`src/rtl/pong_input_sched.sv`:
```
// Per-frame paddle input scheduler: picks analog or digital source per player,
// commits positions on each vsync rise, and shapes coin requests into a frame-timed pulse.
module pong_input_sched #(
  parameter int unsigned COIN_FRAMES = 4,
  parameter int unsigned DIG_STEP    = 3,
  parameter int unsigned ANA_THRESH  = 4
) (
  input  logic        clk_sys,
  input  logic        reset,
  input  logic        vsync,
  input  logic [1:0]  mode_p1,
  input  logic [1:0]  mode_p2,
  input  logic [15:0] analog_0,
  input  logic [15:0] analog_1,
  input  logic [7:0]  paddle_0,
  input  logic [7:0]  paddle_1,
  input  logic [1:0]  dig_up,
  input  logic [1:0]  dig_dn,
  input  logic [3:0]  coin_req,
  output logic [7:0]  paddle1_vpos,
  output logic [7:0]  paddle2_vpos,
  output logic [1:0]  src,
  output logic        coin_sw
);

  localparam logic [7:0] STEP8   = 8'(DIG_STEP);
  localparam logic [8:0] THRESH9 = 9'(ANA_THRESH);
  localparam logic [3:0] FRAMES4 = 4'(COIN_FRAMES);

  typedef enum logic [1:0] {IDLE, PULSE, LOCK} coin_state_t;

  logic vsync_d;
  logic tick;

  always_ff @(posedge clk_sys) begin
    if (reset) begin
      vsync_d <= 1'b1;
      tick    <= 1'b0;
    end else begin
      vsync_d <= vsync;
      tick    <= vsync & ~vsync_d;
    end
  end

  for (genvar g = 0; g < 2; g++) begin : gen_player
    logic [1:0]  md;
    logic [15:0] stick;
    logic [7:0]  pad;
    logic        up;
    logic        dn;
    logic [7:0]  ana;
    logic [8:0]  diff;
    logic [8:0]  mag;
    logic        ana_act;
    logic        dig_act;
    logic        src_n;
    logic [7:0]  base;
    logic [8:0]  up_v;
    logic [8:0]  dn_v;
    logic [7:0]  stepped;
    logic [7:0]  pos_n;
    logic [7:0]  vpos_q;
    logic [7:0]  integ_q;
    logic [7:0]  prev_q;
    logic        src_q;

    assign md    = (g == 0) ? mode_p1  : mode_p2;
    assign stick = (g == 0) ? analog_0 : analog_1;
    assign pad   = (g == 0) ? paddle_0 : paddle_1;
    assign up    = dig_up[g];
    assign dn    = dig_dn[g];

    always_comb begin
      ana = pad;
      unique case (md)
        2'd0:    ana = stick[15:8] + 8'h80;
        2'd1:    ana = stick[7:0] + 8'h80;
        2'd2:    ana = stick[7:0] ^ 8'h7F;
        default: ana = pad;
      endcase

      diff    = {1'b0, ana} - {1'b0, prev_q};
      mag     = diff[8] ? (9'd0 - diff) : diff;
      ana_act = (mag >= THRESH9);
      dig_act = up ^ dn;

      src_n = src_q;
      if (dig_act)      src_n = 1'b1;
      else if (ana_act) src_n = 1'b0;

      // On a 0->1 switch the integrator starts from the committed position so the paddle does not jump
      base    = src_q ? integ_q : vpos_q;
      up_v    = {1'b0, base} - {1'b0, STEP8};
      dn_v    = {1'b0, base} + {1'b0, STEP8};
      stepped = base;
      if (dig_act) stepped = up ? (up_v[8] ? 8'h00 : up_v[7:0])
                                : (dn_v[8] ? 8'hFF : dn_v[7:0]);

      pos_n = src_n ? stepped : ana;
    end

    always_ff @(posedge clk_sys) begin
      if (reset) begin
        vpos_q  <= 8'h80;
        integ_q <= 8'h80;
        prev_q  <= 8'h80;
        src_q   <= 1'b0;
      end else if (tick) begin
        vpos_q  <= pos_n;
        integ_q <= pos_n;
        prev_q  <= ana;
        src_q   <= src_n;
      end
    end
  end

  assign paddle1_vpos = gen_player[0].vpos_q;
  assign paddle2_vpos = gen_player[1].vpos_q;
  assign src          = {gen_player[1].src_q, gen_player[0].src_q};

  coin_state_t state_q, state_n;
  logic [3:0]  cnt_q, cnt_n;
  logic        coin_n;
  logic        req;
  logic        req_d;

  assign req = |coin_req;

  always_ff @(posedge clk_sys) begin
    if (reset) begin
      state_q <= IDLE;
      cnt_q   <= '0;
      coin_sw <= 1'b0;
      req_d   <= 1'b0;
    end else begin
      state_q <= state_n;
      cnt_q   <= cnt_n;
      coin_sw <= coin_n;
      req_d   <= req;
    end
  end

  always_comb begin
    state_n = state_q;
    cnt_n   = cnt_q;
    coin_n  = coin_sw;
    unique case (state_q)
      IDLE: begin
        if (req & ~req_d) begin
          coin_n  = 1'b1;
          cnt_n   = '0;
          state_n = PULSE;
        end
      end
      PULSE: begin
        if (tick) begin
          cnt_n = cnt_q + 4'd1;
          if (cnt_q + 4'd1 == FRAMES4) begin
            coin_n  = 1'b0;
            state_n = LOCK;
          end
        end
      end
      LOCK: begin
        if (!req) state_n = IDLE;
      end
      default: state_n = IDLE;
    endcase
  end

endmodule

```
`config.mk`:
```
export PLATFORM = sky130hd
export DESIGN_NAME = pong_input_sched
export DESIGN_NICKNAME = d
export VERILOG_FILES = /design/src/rtl/pong_input_sched.sv
export SDC_FILE = /design/constraint.sdc
export NUM_CORES = 1
export LEC_CHECK = 0
export CORE_MARGIN = 5
export CORE_UTILIZATION = 40
export DETAILED_ROUTE_END_ITERATION = 16
export PLACE_DENSITY_LB_ADDON = 0.25
export SYNTH_ARGS = -nofsm -noshare
export SYNTH_HDL_FRONTEND = slang
export SYNTH_SLANG_ARGS = --single-unit
```
`constraint.sdc`:
```
create_clock -name clk_sys -period 9.4 [get_ports clk_sys]
set_clock_uncertainty 0.15 [all_clocks]
set_input_delay 2.35 -clock clk_sys [delete_from_list [all_inputs] [get_ports clk_sys]]
set_output_delay 2.35 -clock clk_sys [all_outputs]
set_load 0.005 [all_outputs]
```
==> run summary <==
# H-tree levels: 2
R2R Setup Slk: 5410 ps
crit-path max FO: 18
HPWL after detailed placement: 9.07 mm
Core ar.: 10800 um2
period utilisation layout: 0.784
Avg Cell Area, Syn: 7.34 um2
FFs w/ async S/R, synth: 0
Critical Path RT: 9450 ps
via/cell ratio: 5.72
vias in the first global route: 4400
number of setup buffers added after CTS: 0
status: finished clean
first-pass GRT wire length: 20.2 mm
final WL: 12.0 mm
CTS Buffer Depth: 2
Mapped Cells: 598
area of the multi-input gates: 3200 um2
CTS clock-pin slew for the worst setup and hold paths: 90 ps
drt wl/cell: 15.1 um
Post-synth EDFFs: 0
Final TNS setup: 0 ps
Routed Antenna Nets: 0
GR Util All Layers: 0.182
Detailed Routing Iterations Pass 1: 5
total CTS buffers: 5
minimum clock period: 7370 ps
Pleak: 0.00201 uW
Non-Filler Instances: 795
Fillers: 1053
sequential area share after synthesis: 0.201
share of cells above drive strength 1: 0.0489
post-route cell area: 5360 um2
# clock sinks: 44
Top Ports: 82
row count: 38
# setup viols final: 0
R2R cell count: 11
highest clock rate: 136 MHz
Max Cap Violations: 0
Area growth syn-to-layout: 22.1%
Worst setup EP type: flip-flop
hold path depth: 1
via count: 4545
Root Buffer Master: clkbuf_8
fin nets: 743
placer's final routability congestion estimate: 0.932
pwr dens: 108 nW/um2
CTS tree: yes
overall power: 578 uW
CP Class: in -> reg
Synth Warn #: 0
height of the die: 115 um
HP Class: reg -> reg
hold buffer count at CTS: 0
Chip Width: 115 um
peak supply drop: 0.0000571 V
effective utilization at floorplan: 0.407
CP startpoint: mode_p1[1]
DR iter-0 viols: 226
WP data arrival: 7420 ps
grt ovf: 0
clk_lat worst skew: 310 ps
dpl cell area: 5250 um2
initial antenna violation count: 0
register area: 881 um2
Die Footprint: 13200 um2
n_diodes: 0
area of the mapped netlist: 4390 um2
Final Hold Fails: 0
Slew @ Worst Pin: 888 ps
Startpoint Class: input pin
DRC: 0
Port Buffers: 81
Yosys reg bits: 44
RSZ-0062 raised after global routing: no
count of different cell masters after synthesis: 72
largest net degree at the start of global routing: 48
r2r startpoint: gen_player[0].prev_q[0]$_SDFFE_PP0P_
Pins Over Slew Limit: 0
Main synth FF type: dfxtp_1
worst hold start: vsync_d$_SDFF_PP1_
post_cts resized: 0
Slew headroom: 0.406
Post-Syn Nets: 687
post-layout util: 0.497
Cells after DPL: 787
[final cells by class]
| class | count | area share |
|---|---|---|
| well taps | 140 | 0.0327 |
| multi-input cells | 476 | 0.598 |
| flip-flops and latches | 44 | 0.164 |
| clock inverters | 3 | 0.00793 |
| inverters | 44 | 0.0308 |
| repair buffers | 83 | 0.154 |
| clock buffers | 5 | 0.0128 |
[cells in the mapped netlist (4+ instances only)]
cell | count | share of area
a21oi_1 | 44 | 0.050
inv_1 | 44 | 0.038
o21a_1 | 5 | 0.0086
nor3_1 | 10 | 0.011
buf_1 | 5 | 0.0043
nor3b_1 | 10 | 0.017
a221o_1 | 5 | 0.011
ha_1 | 24 | 0.068
o21ai_0 | 37 | 0.042
nand4_1 | 6 | 0.0086
nor2_1 | 74 | 0.063
dfxtp_1 | 44 | 0.20
nand2_1 | 44 | 0.038
nand2b_1 | 10 | 0.014
nand3_1 | 20 | 0.023
o211ai_1 | 9 | 0.015
a21o_1 | 7 | 0.012
xnor2_1 | 8 | 0.016
a31oi_1 | 6 | 0.0086
a211oi_1 | 11 | 0.019
o31a_1 | 4 | 0.0080
o2bb2ai_1 | 4 | 0.0080
o31ai_1 | 5 | 0.0086
nor4_1 | 5 | 0.0071
nand3b_1 | 4 | 0.0068
mux2i_1 | 34 | 0.078
nor2b_1 | 20 | 0.028
or3_1 | 4 | 0.0057
clkbuf_1 | 25 | 0.021
xor2_1 | 6 | 0.012
a211o_1 | 4 | 0.0080
[routing by layer]
| metal | up-vias | track usage | part of all wire | wire (um) |
|---|---|---|---|---|
| li1 | 2277 | - | - | - |
| met1 | 2081 | 0.226 | 0.44 | 5290 |
| met2 | 166 | 0.319 | 0.47 | 5640 |
| met3 | 21 | 0.0400 | 0.070 | 846 |
| met4 | 0 | 0.0485 | 0.019 | 234 |
| met5 | - | 0 | 0 | 0 |
[state kept, by name, indices dropped and copies added, names as in the netlist]
register / flops
gen_player.integ_q: 16
gen_player.prev_q: 16
cnt_q: 4
gen_player.src_q: 2
state_q: 2
coin_sw: 1
req_d: 1
tick: 1
vsync_d: 1
[cell usage in the layout, fill, tap and decap left out, types with 10 or more instances in the layout]
| cell type | instances |
|---|---|
| a21oi_1 | 44 |
| nor2b_1 | 20 |
| inv_1 | 44 |
| mux2i_1 | 34 |
| a211oi_1 | 11 |
| o21ai_0 | 37 |
| clkdlybuf4s50_1 | 81 |
| dfxtp_1 | 44 |
| nor3b_1 | 10 |
| nor2_1 | 74 |
| nand3_1 | 20 |
| nor3_1 | 10 |
| ha_1 | 24 |
| nand2_1 | 44 |
| nand2b_1 | 10 |
[final timing paths]
path                                                         endpoint
worst min register to register                        tick$_SDFF_PP0_
worst min-delay path                                  tick$_SDFF_PP0_
worst max-delay path            gen_player[0].integ_q[5]$_SDFFE_PP0P_
worst max register to register  gen_player[0].integ_q[5]$_SDFFE_PP0P_
[per-stage QoR]
| stage | setup WS (ps) | hold WS [ps] |
|---|---|---|
| after floorplan | 2890 | 223 |
| after global placement | 2000 | 230 |
| after detailed placement | 1770 | 235 |
| after CTS | 2090 | 251 |
| after global routing | 1730 | 278 |
| final | 2030 | 247 |
[power by group]
group / internal [uW] / total [uW] / switching (uW)
Sequential: 193 / 201 / 8.52
Combinational: 104 / 224 / 120
Clock: 78.8 / 153 / 73.8
[logic make-up after synthesis]
| logic type | Yosys count | share of synthesized area |
|---|---|---|
| muxes | 38 | 0.0886 |
| xor gates and xnor gates | 14 | 0.0279 |
| buffers and inverters | 78 | 0.0695 |
| DFF | 44 | 0.201 |
| AOI/OAI and AO/OA | 172 | 0.275 |
| and+or+nand+nor | 226 | 0.261 |
| adders and majority gates | 26 | 0.0775 |
[worst max-delay path, stage by stage]
cell             delay (ps)
clkdlybuf4s50_1        1050
mux2i_1                 270
o21ai_0                 230
ha_1                    310
fa_1                    410
xor2_1                  360
nand4_1                 140
mux2_2                  290
o41ai_1                 380
xnor2_1                 180
nand4_1                 120
a211oi_2                640
a21oi_1                 270
a221o_1                 400
Note: power is estimated with default switching activity, not from simulation.
